### src/rtl/i2c_slave_regfile_if.sv
// ---------------------------------------------------------------------------
// i2c_slave_regfile_if
//
// Groups the signals between i2c_slave_regfile and its surroundings:
//   I2C pads : scl_i, sda_i (asynchronous pad inputs), sda_oe (1 = pull SDA low)
//   status   : busy (target addressed and transaction in progress)
//   host port: host_we, host_addr, host_wdata, host_rdata (registered read)
//   write log: wr_stb, wr_addr, wr_data (one pulse per byte written over I2C)
//
// Modports:
//   slave  - the register-file target (drives sda_oe, busy, host_rdata, wr_*)
//   master - the environment (drives pads and the host port)
//
// Parameter ADDR_W must match the ADDR_W of the attached i2c_slave_regfile.
// ---------------------------------------------------------------------------
interface i2c_slave_regfile_if #(
   parameter int ADDR_W = 4
);
   logic              scl_i;
   logic              sda_i;
   logic              sda_oe;
   logic              busy;
   logic              host_we;
   logic [ADDR_W-1:0] host_addr;
   logic [7:0]        host_wdata;
   logic [7:0]        host_rdata;
   logic              wr_stb;
   logic [ADDR_W-1:0] wr_addr;
   logic [7:0]        wr_data;

   modport slave (
      input  scl_i,
      input  sda_i,
      input  host_we,
      input  host_addr,
      input  host_wdata,
      output sda_oe,
      output busy,
      output host_rdata,
      output wr_stb,
      output wr_addr,
      output wr_data
   );

   modport master (
      output scl_i,
      output sda_i,
      output host_we,
      output host_addr,
      output host_wdata,
      input  sda_oe,
      input  busy,
      input  host_rdata,
      input  wr_stb,
      input  wr_addr,
      input  wr_data
   );
endinterface

### src/rtl/i2c_slave_regfile.sv
// ---------------------------------------------------------------------------
// i2c_slave_regfile
//
// I2C target with a byte-wide register file of DEPTH = 2**ADDR_W entries,
// oversampled from clk (clk must be at least 16x the SCL frequency).
// Supports multi-byte writes/reads with pointer auto-increment, repeated
// START, address filtering and master NACK handling. Local logic reads and
// writes the same register file through the host port.
//
// Ports:
//   clk  - system clock
//   rst  - synchronous, active-high reset
//   bus  - i2c_slave_regfile_if.slave:
//          scl_i, sda_i     asynchronous pad inputs
//          sda_oe           1 = drive SDA low (open-drain pad)
//          busy             addressed START until STOP / address mismatch
//          host_we/addr/wdata, host_rdata (1 clk registered read)
//          wr_stb/wr_addr/wr_data  one-clk pulse per byte written over I2C
//
// Parameters:
//   SLAVE_ADDR - 7-bit target address (default 7'h50)
//   ADDR_W     - register pointer width (default 4, must be <= 8)
//
// Build option:
//   I2C_SLAVE_GCALL_EN - when defined, the general-call address byte 8'h00
//   is acknowledged and treated as a normal write. 8'h01 is never ACKed.
// ---------------------------------------------------------------------------
module i2c_slave_regfile #(
   parameter logic [6:0] SLAVE_ADDR = 7'h50,
   parameter int         ADDR_W     = 4
) (
   input logic                clk,
   input logic                rst,
   i2c_slave_regfile_if.slave bus
);
   localparam int DEPTH = 2 ** ADDR_W;

   typedef enum logic [3:0] {
      ST_IDLE,
      ST_ADDR,
      ST_ADDR_ACK,
      ST_PTR,
      ST_PTR_ACK,
      ST_WRITE,
      ST_WRITE_ACK,
      ST_READ,
      ST_MACK,
      ST_IGNORE
   } state_t;

   // Input conditioning: two synchroniser flops plus one edge-detect stage
   logic scl_s1_reg, scl_s2_reg, scl_s3_reg;
   logic sda_s1_reg, sda_s2_reg, sda_s3_reg;

   logic              scl_rise;
   logic              scl_fall;
   logic              start_det;
   logic              stop_det;
   logic              byte_done;
   logic              addr_hit;
   logic              i2c_we;
   logic [7:0]        rx_byte;
   logic [ADDR_W-1:0] ptr_inc;

   state_t            state_reg;
   logic [2:0]        bit_cnt_reg;
   logic [6:0]        shreg_reg;
   logic [7:0]        rd_shift_reg;
   logic              rw_reg;
   logic [ADDR_W-1:0] ptr_reg;
   logic              sda_oe_reg;
   logic              busy_reg;
   logic              wr_stb_reg;
   logic [ADDR_W-1:0] wr_addr_reg;
   logic [7:0]        wr_data_reg;
   logic [7:0]        host_rdata_reg;

   logic [7:0]        regfile [DEPTH];

   // Synchronisers idle high so reset does not manufacture a bus edge
   always_ff @(posedge clk) begin
      if (rst) begin
         scl_s1_reg <= 1'b1;
         scl_s2_reg <= 1'b1;
         scl_s3_reg <= 1'b1;
         sda_s1_reg <= 1'b1;
         sda_s2_reg <= 1'b1;
         sda_s3_reg <= 1'b1;
      end else begin
         scl_s1_reg <= bus.scl_i;
         scl_s2_reg <= scl_s1_reg;
         scl_s3_reg <= scl_s2_reg;
         sda_s1_reg <= bus.sda_i;
         sda_s2_reg <= sda_s1_reg;
         sda_s3_reg <= sda_s2_reg;
      end
   end

   assign scl_rise  =  scl_s2_reg & ~scl_s3_reg;
   assign scl_fall  = ~scl_s2_reg &  scl_s3_reg;
   // SDA may only move while SCL is low, so any SDA edge with SCL high
   // on both sampled stages is a bus condition.
   assign start_det =  scl_s2_reg & scl_s3_reg &  sda_s3_reg & ~sda_s2_reg;
   assign stop_det  =  scl_s2_reg & scl_s3_reg & ~sda_s3_reg &  sda_s2_reg;

   // Byte as it will look after the bit sampled on this scl_rise is shifted in
   assign rx_byte   = {shreg_reg, sda_s2_reg};
   assign byte_done = scl_rise && (bit_cnt_reg == 3'd7);
   assign ptr_inc   = ptr_reg + 1'b1;

`ifdef I2C_SLAVE_GCALL_EN
   assign addr_hit = (rx_byte[7:1] == SLAVE_ADDR) || (rx_byte == 8'h00);
`else
   assign addr_hit = (rx_byte[7:1] == SLAVE_ADDR);
`endif

   // The I2C write lands in the same clk that wr_stb is registered, so a
   // host read issued during the wr_stb clk already sees the new value.
   assign i2c_we = (state_reg == ST_WRITE) && byte_done;

   // -----------------------------------------------------------------------
   // Protocol FSM. In every *_ACK state sda_oe_reg doubles as the phase
   // flag: the first scl_fall (end of bit 8) starts driving the ACK, the
   // second scl_fall (end of the ACK bit) ends it.
   // -----------------------------------------------------------------------
   always_ff @(posedge clk) begin
      if (rst) begin
         state_reg    <= ST_IDLE;
         bit_cnt_reg  <= 3'd0;
         shreg_reg    <= 7'd0;
         rd_shift_reg <= 8'h00;
         rw_reg       <= 1'b0;
         ptr_reg      <= '0;
         sda_oe_reg   <= 1'b0;
         busy_reg     <= 1'b0;
         wr_stb_reg   <= 1'b0;
         wr_addr_reg  <= '0;
         wr_data_reg  <= 8'h00;
      end else begin
         wr_stb_reg <= 1'b0;
         if (scl_rise) begin
            shreg_reg <= rx_byte[6:0];
         end

         if (start_det) begin
            state_reg   <= ST_ADDR;
            bit_cnt_reg <= 3'd0;
            sda_oe_reg  <= 1'b0;
         end else if (stop_det) begin
            state_reg  <= ST_IDLE;
            busy_reg   <= 1'b0;
            sda_oe_reg <= 1'b0;
         end else begin
            if (state_reg == ST_ADDR_ACK) begin
               busy_reg <= 1'b1;
            end else if (state_reg == ST_IGNORE || state_reg == ST_IDLE) begin
               busy_reg <= 1'b0;
            end

            case (state_reg)
               ST_IDLE: begin
                  sda_oe_reg <= 1'b0;
               end

               ST_ADDR: begin
                  if (scl_rise) begin
                     bit_cnt_reg <= bit_cnt_reg + 3'd1;
                     if (byte_done) begin
                        if (addr_hit) begin
                           state_reg    <= ST_ADDR_ACK;
                           rw_reg       <= rx_byte[0];
                           rd_shift_reg <= regfile[ptr_reg];
                        end else begin
                           state_reg <= ST_IGNORE;
                        end
                     end
                  end
               end

               ST_ADDR_ACK: begin
                  if (scl_fall) begin
                     if (!sda_oe_reg) begin
                        sda_oe_reg <= 1'b1;
                     end else if (rw_reg) begin
                        // ACK ends and the first data bit goes out on the same fall
                        state_reg    <= ST_READ;
                        sda_oe_reg   <= ~rd_shift_reg[7];
                        rd_shift_reg <= {rd_shift_reg[6:0], 1'b0};
                     end else begin
                        state_reg  <= ST_PTR;
                        sda_oe_reg <= 1'b0;
                     end
                  end
               end

               ST_PTR: begin
                  if (scl_rise) begin
                     bit_cnt_reg <= bit_cnt_reg + 3'd1;
                     if (byte_done) begin
                        ptr_reg   <= rx_byte[ADDR_W-1:0];
                        state_reg <= ST_PTR_ACK;
                     end
                  end
               end

               ST_PTR_ACK, ST_WRITE_ACK: begin
                  if (scl_fall) begin
                     if (!sda_oe_reg) begin
                        sda_oe_reg <= 1'b1;
                     end else begin
                        sda_oe_reg <= 1'b0;
                        state_reg  <= ST_WRITE;
                     end
                  end
               end

               ST_WRITE: begin
                  if (scl_rise) begin
                     bit_cnt_reg <= bit_cnt_reg + 3'd1;
                     if (byte_done) begin
                        wr_stb_reg  <= 1'b1;
                        wr_addr_reg <= ptr_reg;
                        wr_data_reg <= rx_byte;
                        ptr_reg     <= ptr_inc;
                        state_reg   <= ST_WRITE_ACK;
                     end
                  end
               end

               ST_READ: begin
                  if (scl_fall) begin
                     sda_oe_reg   <= ~rd_shift_reg[7];
                     rd_shift_reg <= {rd_shift_reg[6:0], 1'b0};
                  end
                  if (scl_rise) begin
                     bit_cnt_reg <= bit_cnt_reg + 3'd1;
                     if (byte_done) begin
                        state_reg <= ST_MACK;
                     end
                  end
               end

               ST_MACK: begin
                  // Release SDA for the master's ACK bit
                  if (scl_fall) begin
                     sda_oe_reg <= 1'b0;
                  end
                  if (scl_rise) begin
                     if (!sda_s2_reg) begin
                        ptr_reg      <= ptr_inc;
                        rd_shift_reg <= regfile[ptr_inc];
                        state_reg    <= ST_READ;
                     end else begin
                        state_reg <= ST_IGNORE;
                     end
                  end
               end

               ST_IGNORE: begin
                  sda_oe_reg <= 1'b0;
               end

               default: begin
                  state_reg  <= ST_IDLE;
                  sda_oe_reg <= 1'b0;
               end
            endcase
         end
      end
   end

   // Register file: I2C write has priority over a host write to the same
   // entry; writes to different entries in the same clk both take effect.
   always_ff @(posedge clk) begin
      for (int i = 0; i < DEPTH; i++) begin
         if (rst) begin
            regfile[i] <= 8'h00;
         end else if (i2c_we && (ptr_reg == ADDR_W'(i))) begin
            regfile[i] <= rx_byte;
         end else if (bus.host_we && (bus.host_addr == ADDR_W'(i))) begin
            regfile[i] <= bus.host_wdata;
         end
      end
   end

   always_ff @(posedge clk) begin
      if (rst) begin
         host_rdata_reg <= 8'h00;
      end else begin
         host_rdata_reg <= regfile[bus.host_addr];
      end
   end

   // SDA is released the moment reset is asserted, not one clk later
   assign bus.sda_oe     = sda_oe_reg & ~rst;
   assign bus.busy       = busy_reg;
   assign bus.wr_stb     = wr_stb_reg;
   assign bus.wr_addr    = wr_addr_reg;
   assign bus.wr_data    = wr_data_reg;
   assign bus.host_rdata = host_rdata_reg;

endmodule

### src/flat_wrapper.sv
// flat-port wrapper written by rule: the top's interface ports become plain ports
module i2c_slave_regfile_flat 
#(
   parameter logic [6:0] SLAVE_ADDR = 7'h50,
   parameter int         ADDR_W     = 4
)
  (clk, rst, bus_scl_i, bus_sda_i, bus_host_we, bus_host_addr, bus_host_wdata, bus_sda_oe, bus_busy, bus_host_rdata, bus_wr_stb, bus_wr_addr, bus_wr_data);
  i2c_slave_regfile_if #(.ADDR_W(ADDR_W)) bus_i ();
  input logic clk;
  input logic rst;
  input wire logic [$bits(bus_i.scl_i)-1:0] bus_scl_i;
  input wire logic [$bits(bus_i.sda_i)-1:0] bus_sda_i;
  input wire logic [$bits(bus_i.host_we)-1:0] bus_host_we;
  input wire logic [$bits(bus_i.host_addr)-1:0] bus_host_addr;
  input wire logic [$bits(bus_i.host_wdata)-1:0] bus_host_wdata;
  output wire logic [$bits(bus_i.sda_oe)-1:0] bus_sda_oe;
  output wire logic [$bits(bus_i.busy)-1:0] bus_busy;
  output wire logic [$bits(bus_i.host_rdata)-1:0] bus_host_rdata;
  output wire logic [$bits(bus_i.wr_stb)-1:0] bus_wr_stb;
  output wire logic [$bits(bus_i.wr_addr)-1:0] bus_wr_addr;
  output wire logic [$bits(bus_i.wr_data)-1:0] bus_wr_data;
  assign bus_i.scl_i = bus_scl_i;
  assign bus_i.sda_i = bus_sda_i;
  assign bus_i.host_we = bus_host_we;
  assign bus_i.host_addr = bus_host_addr;
  assign bus_i.host_wdata = bus_host_wdata;
  assign bus_sda_oe = bus_i.sda_oe;
  assign bus_busy = bus_i.busy;
  assign bus_host_rdata = bus_i.host_rdata;
  assign bus_wr_stb = bus_i.wr_stb;
  assign bus_wr_addr = bus_i.wr_addr;
  assign bus_wr_data = bus_i.wr_data;
  i2c_slave_regfile #(.SLAVE_ADDR(SLAVE_ADDR), .ADDR_W(ADDR_W)) u_core (.clk(clk), .rst(rst), .bus(bus_i));
endmodule
### config.mk
export PLATFORM = sky130hd
export DESIGN_NAME = i2c_slave_regfile_flat
export DESIGN_NICKNAME = d
export VERILOG_FILES = /design/src/rtl/i2c_slave_regfile_if.sv /design/src/rtl/i2c_slave_regfile.sv /design/src/flat_wrapper.sv
export SDC_FILE = /design/constraint.sdc
export NUM_CORES = 1
export LEC_CHECK = 0
export ABC_AREA = 0
export ABC_CLOCK_PERIOD_IN_PS = 4270
export CAP_MARGIN = 10
export CORE_ASPECT_RATIO = 0.75
export CORE_UTILIZATION = 49
export CTS_CLUSTER_SIZE = 20
export DETAILED_ROUTE_END_ITERATION = 8
export GPL_TIMING_DRIVEN = 0
export PLACE_DENSITY = 0.66
export SYNTH_ARGS = -nofsm -noshare
export SYNTH_HDL_FRONTEND = slang
export SYNTH_SLANG_ARGS = --single-unit
export TNS_END_PERCENT = 10
### constraint.sdc
create_clock -name clk -period 4.27 [get_ports clk]
set_input_delay 1.0675 -clock clk [delete_from_list [all_inputs] [get_ports clk]]
set_output_delay 1.0675 -clock clk [all_outputs]
set_load 0.02 [all_outputs]
==> results of run 1 <==
worst max-delay path: stages:
cell             delay, ps
clkbuf_1               300
clkbuf_1               490
clkbuf_2               430
nor2b_1                 90
clkdlybuf4s50_1        540
metal layers:
metal | GRT usage | share of wire | up-vias
li1 | - | - | 3950
met1 | 0.512 | 0.41 | 4656
met2 | 0.464 | 0.39 | 799
met3 | 0.164 | 0.18 | 57
met4 | 0.0824 | 0.015 | 2
met5 | 0.0140 | 0.0012 | -
cells in the final DEF, fill, tap and decap left out, types with 4 or more instances in the layout:
| cell | n |
|---|---|
| edfxtp_1 | 128 |
| a22o_1 | 114 |
| mux4_2 | 75 |
| mux2i_1 | 74 |
| nand2_1 | 72 |
| clkbuf_1 | 63 |
| dfxtp_1 | 60 |
| a21oi_1 | 46 |
| nor2_1 | 35 |
| a22oi_1 | 30 |
| clkdlybuf4s50_1 | 27 |
| a32o_1 | 22 |
| buf_2 | 21 |
| nor2b_1 | 21 |
| clkbuf_16 | 17 |
| a31oi_1 | 16 |
| a221o_1 | 13 |
| inv_1 | 10 |
| buf_1 | 10 |
| o21ai_0 | 10 |
| nand2b_1 | 9 |
| buf_4 | 7 |
| nor3_1 | 7 |
| a21oi_2 | 7 |
| or2_2 | 7 |
| o22a_1 | 7 |
| a311oi_1 | 6 |
| ha_1 | 6 |
| xnor2_1 | 5 |
| a211oi_1 | 5 |
| nor2_8 | 4 |
| nand3b_1 | 4 |
| and2_1 | 4 |
cell families (layout without fill, tap and decap cells):
family,after synthesis,after routing
adder cells (fa/ha/maj),6,6
flip-flops,188,188
AND/OR/NAND/NOR,194,194
AO/OA/AOI/OAI,299,299
multiplexers,152,152
buffers and inverters,113,172
XOR/XNOR,6,6
how the worst max path moves through the flow:
stage	slack (ps)	endpoint	start
final	270	bus_sda_oe	rst
after floorplan	1240	bus_sda_oe	rst
after global placement	140	bus_sda_oe	rst
after CTS	130	bus_sda_oe	rst
after global routing	220	u_core.rd_shift_reg[4]$_SDFFE_PP0P_	u_core.ptr_reg[0]$_SDFFE_PP0P_
after detailed placement	140	bus_sda_oe	rst
final cells by class:
type / count / area, um^2 / share of cell area
sequential: 188 / 5040 / 0.393
buffer: 103 / 455 / 0.0355
inverter: 10 / 37.5 / 0.00292
tap: 300 / 375 / 0.0292
multi-input combinational: 657 / 6060 / 0.473
clock inverter: 14 / 156 / 0.0122
timing repair buffer: 27 / 270 / 0.0211
clock buffer: 18 / 429 / 0.0334
synthesized netlist by cell type, types with 3 or more instances:
library cell	number	area, um^2
edfxtp_1	128	3840
a22o_1	114	998
mux4_2	75	1690
mux2i_1	74	741
nand2_1	72	270
clkbuf_1	63	236
dfxtp_1	60	1200
a21oi_1	46	230
nor2_1	35	131
a22oi_1	30	225
a32o_1	22	220
buf_2	21	105
nor2b_1	21	131
a31oi_1	16	100
a221o_1	13	130
buf_1	10	37.5
inv_1	10	37.5
o21ai_0	10	50.1
nand2b_1	9	56.3
a21oi_2	7	61.3
buf_4	7	52.6
nor3_1	7	35.0
o22a_1	7	61.3
or2_2	7	43.8
a311oi_1	6	52.6
ha_1	6	75.1
a211oi_1	5	37.5
xnor2_1	5	43.8
and2_1	4	25.0
nand3b_1	4	30.0
nor2_8	4	80.1
a2111oi_0	3	26.3
and3_1	3	18.8
mux2_2	3	33.8
nand3_1	3	15.0
nor3b_1	3	22.5
nor3b_2	3	37.5
timing repair:
action,4_1_cts,5_1_grt
resized for setup,0,2
setup endpoints to repair,0,1
buffers inserted,0,0
stage by stage:
stage	worst slack, ps	util	instance area, um^2
after floorplan	1240	-	11600
after global placement	142	0.530	12200
after detailed placement	144	0.530	12200
after CTS	134	0.555	12800
after global routing	216	0.555	12800
final	271	0.555	12800
where the power goes:
group          internal, mW  leakage, nW  switching, mW
clock                 0.828        0.279          0.795
sequential             2.04         1.71          0.140
combinational         0.185         2.19          0.224
total                  3.05         4.18           1.16
==> impl_metrics.ini, run 1 <==
[die]
core_area_um2 = 23100
num_rows = 48
die_w_um = 180
pin_count = 40
start_util = 0.502
die_h_um = 135
dieArea_um2 = 24300

[setup_path]
crit_path_end_kind = output pin
required_ps = 3200
crit_fanout = 10
r2r_slack_ps = 420
worstSetupPathType = input pin to output pin
r2r_end = u_core.rd_shift_reg[6]$_SDFFE_PP0P_
arrival_ps = 2930
start_kind = input pin
r2r_cells = 10
reg2reg_from = u_core.ptr_reg[0]$_SDFFE_PP0P_

[synthesis]
synth-seq-cells = 188
synth_cell_types = 73
syn-cell-area_um2 = 11600
yosys.area_share.simple = 0.0929
ys_warn_count = 0
synthCells = 958
async_flop_share = 0
synth.avg_cell_area_um2 = 12.1
muxShareOfSynthArea = 0.212
synth_xor_area_frac = 0.00518
syn_nets = 981
synth-edff-count = 128
ys.flop_type = edfxtp_1
synth_top_family_by_area = multiplexers
synth-compound-area-share = 0.206
yosys.area_share.adder = 0.00647
ys_seq_area_frac = 0.435

[outcome]
outcome = finished with violations
violations = design-rule violations

[sta]
period_needed_ps = 4000
period_share = 0.937
fmax_ghz = 0.250
setup-tns-final_ps = 0
worstMarginPinSlew_ps = 1210
setup_viol = 0
final.setup_skew_ps = 17.1
worst_hold_slack_ps = 420
slew_headroom = 0.180
rsz0062_at_grt = false
final_max_slew_viol_count = 0
hold_viol = 0

[cts]
cts-root-buf = clkbuf_16
clock_latency_ps = 460
cts_sinks = 188
clk_pin_slew_worst_paths_ps = 70
htree_num_levels = 4
clk_path_buf_depth = 2
cts_buffers = 17
postCtsHoldBufs = 0
tritoncts = yes

[finish]
largest-register = u_core.regfile
areaGrowthSynthToFinish_pct = 10.6
largest_reg_flops = 128
drive_above_1_share = 0.171
num-fill-cells = 1943
finalNonFillerCells = 1317
final_nets = 1027
antenna_cells = 0

[global_route]
grt_overflow = 0
grt_pass1_vias = 8773
antenna_found_initial = 0
grt_max_degree = 19
grt_usage = 0.351
grt_pass1_wl_um = 60500

[drt]
viasPerCell = 7.19
drc_errors = 5
final_antenna_net_count = 0
firstDrtPassIters = 9
wl_per_cell_um = 31.4
vias = 9464
drt-total-wl_um = 41400
drtIter0Drc = 1569

[pwr]
p_per_area_nw_per_um2 = 328
total_power_mw = 4.21
ir_drop_v = 0.000259
power.leakage_nw = 4.18

[place]
place.gp.congestion = 0.985
hpwl_um = 32300
port_buffers = 27
place_inst = 1285

[job]
maxCapViolCount = 0

[min_path]
hold_class = flip-flop to flip-flop
hold_start = u_core.sda_s1_reg$_SDFF_PP1_
hold_path_end = u_core.sda_s2_reg$_SDFF_PP1_
holdPathStages = 1
Power figures use the tool's default switching activity.
==> inputs of run 2 (changes only) <==
--- a/config.mk
+++ b/config.mk
@@ -14,6 +14,7 @@
 export DETAILED_ROUTE_END_ITERATION = 8
 export GPL_TIMING_DRIVEN = 0
 export PLACE_DENSITY = 0.66
+export SKIP_CTS_REPAIR_TIMING = 1
 export SYNTH_ARGS = -nofsm -noshare
 export SYNTH_HDL_FRONTEND = slang
 export SYNTH_SLANG_ARGS = --single-unit
==> constraint.sdc (replaced) <==
create_clock -name clk -period 4.27 [get_ports clk]
set_input_delay 1.0675 -clock clk [delete_from_list [all_inputs] [get_ports clk]]
set_output_delay 1.0675 -clock clk [all_outputs]
set_load 0.05 [all_outputs]
==> results of run 2 <==
The final DEF is identical to that of run 1. Status: finished with violations: design-rule violations.
Among the figures that moved: setup slack after placement 144 ps -> -19.7 ps; setup slack after layout 271 ps -> 107 ps; total power 4.21 mW -> 4.23 mW
==> inputs of run 3 (changes only) <==
--- a/config.mk
+++ b/config.mk
@@ -14,7 +14,6 @@
 export DETAILED_ROUTE_END_ITERATION = 8
 export GPL_TIMING_DRIVEN = 0
 export PLACE_DENSITY = 0.66
-export SKIP_CTS_REPAIR_TIMING = 1
 export SYNTH_ARGS = -nofsm -noshare
 export SYNTH_HDL_FRONTEND = slang
 export SYNTH_SLANG_ARGS = --single-unit
==> results of run 3 <==
The final DEF is identical to that of run 1. Status: finished with violations: design-rule violations.
Among the figures that moved: setup slack after placement 144 ps -> -19.7 ps; number of gates resized after CTS 0 -> 1; setup slack after layout 271 ps -> 107 ps; total power 4.21 mW -> 4.23 mW
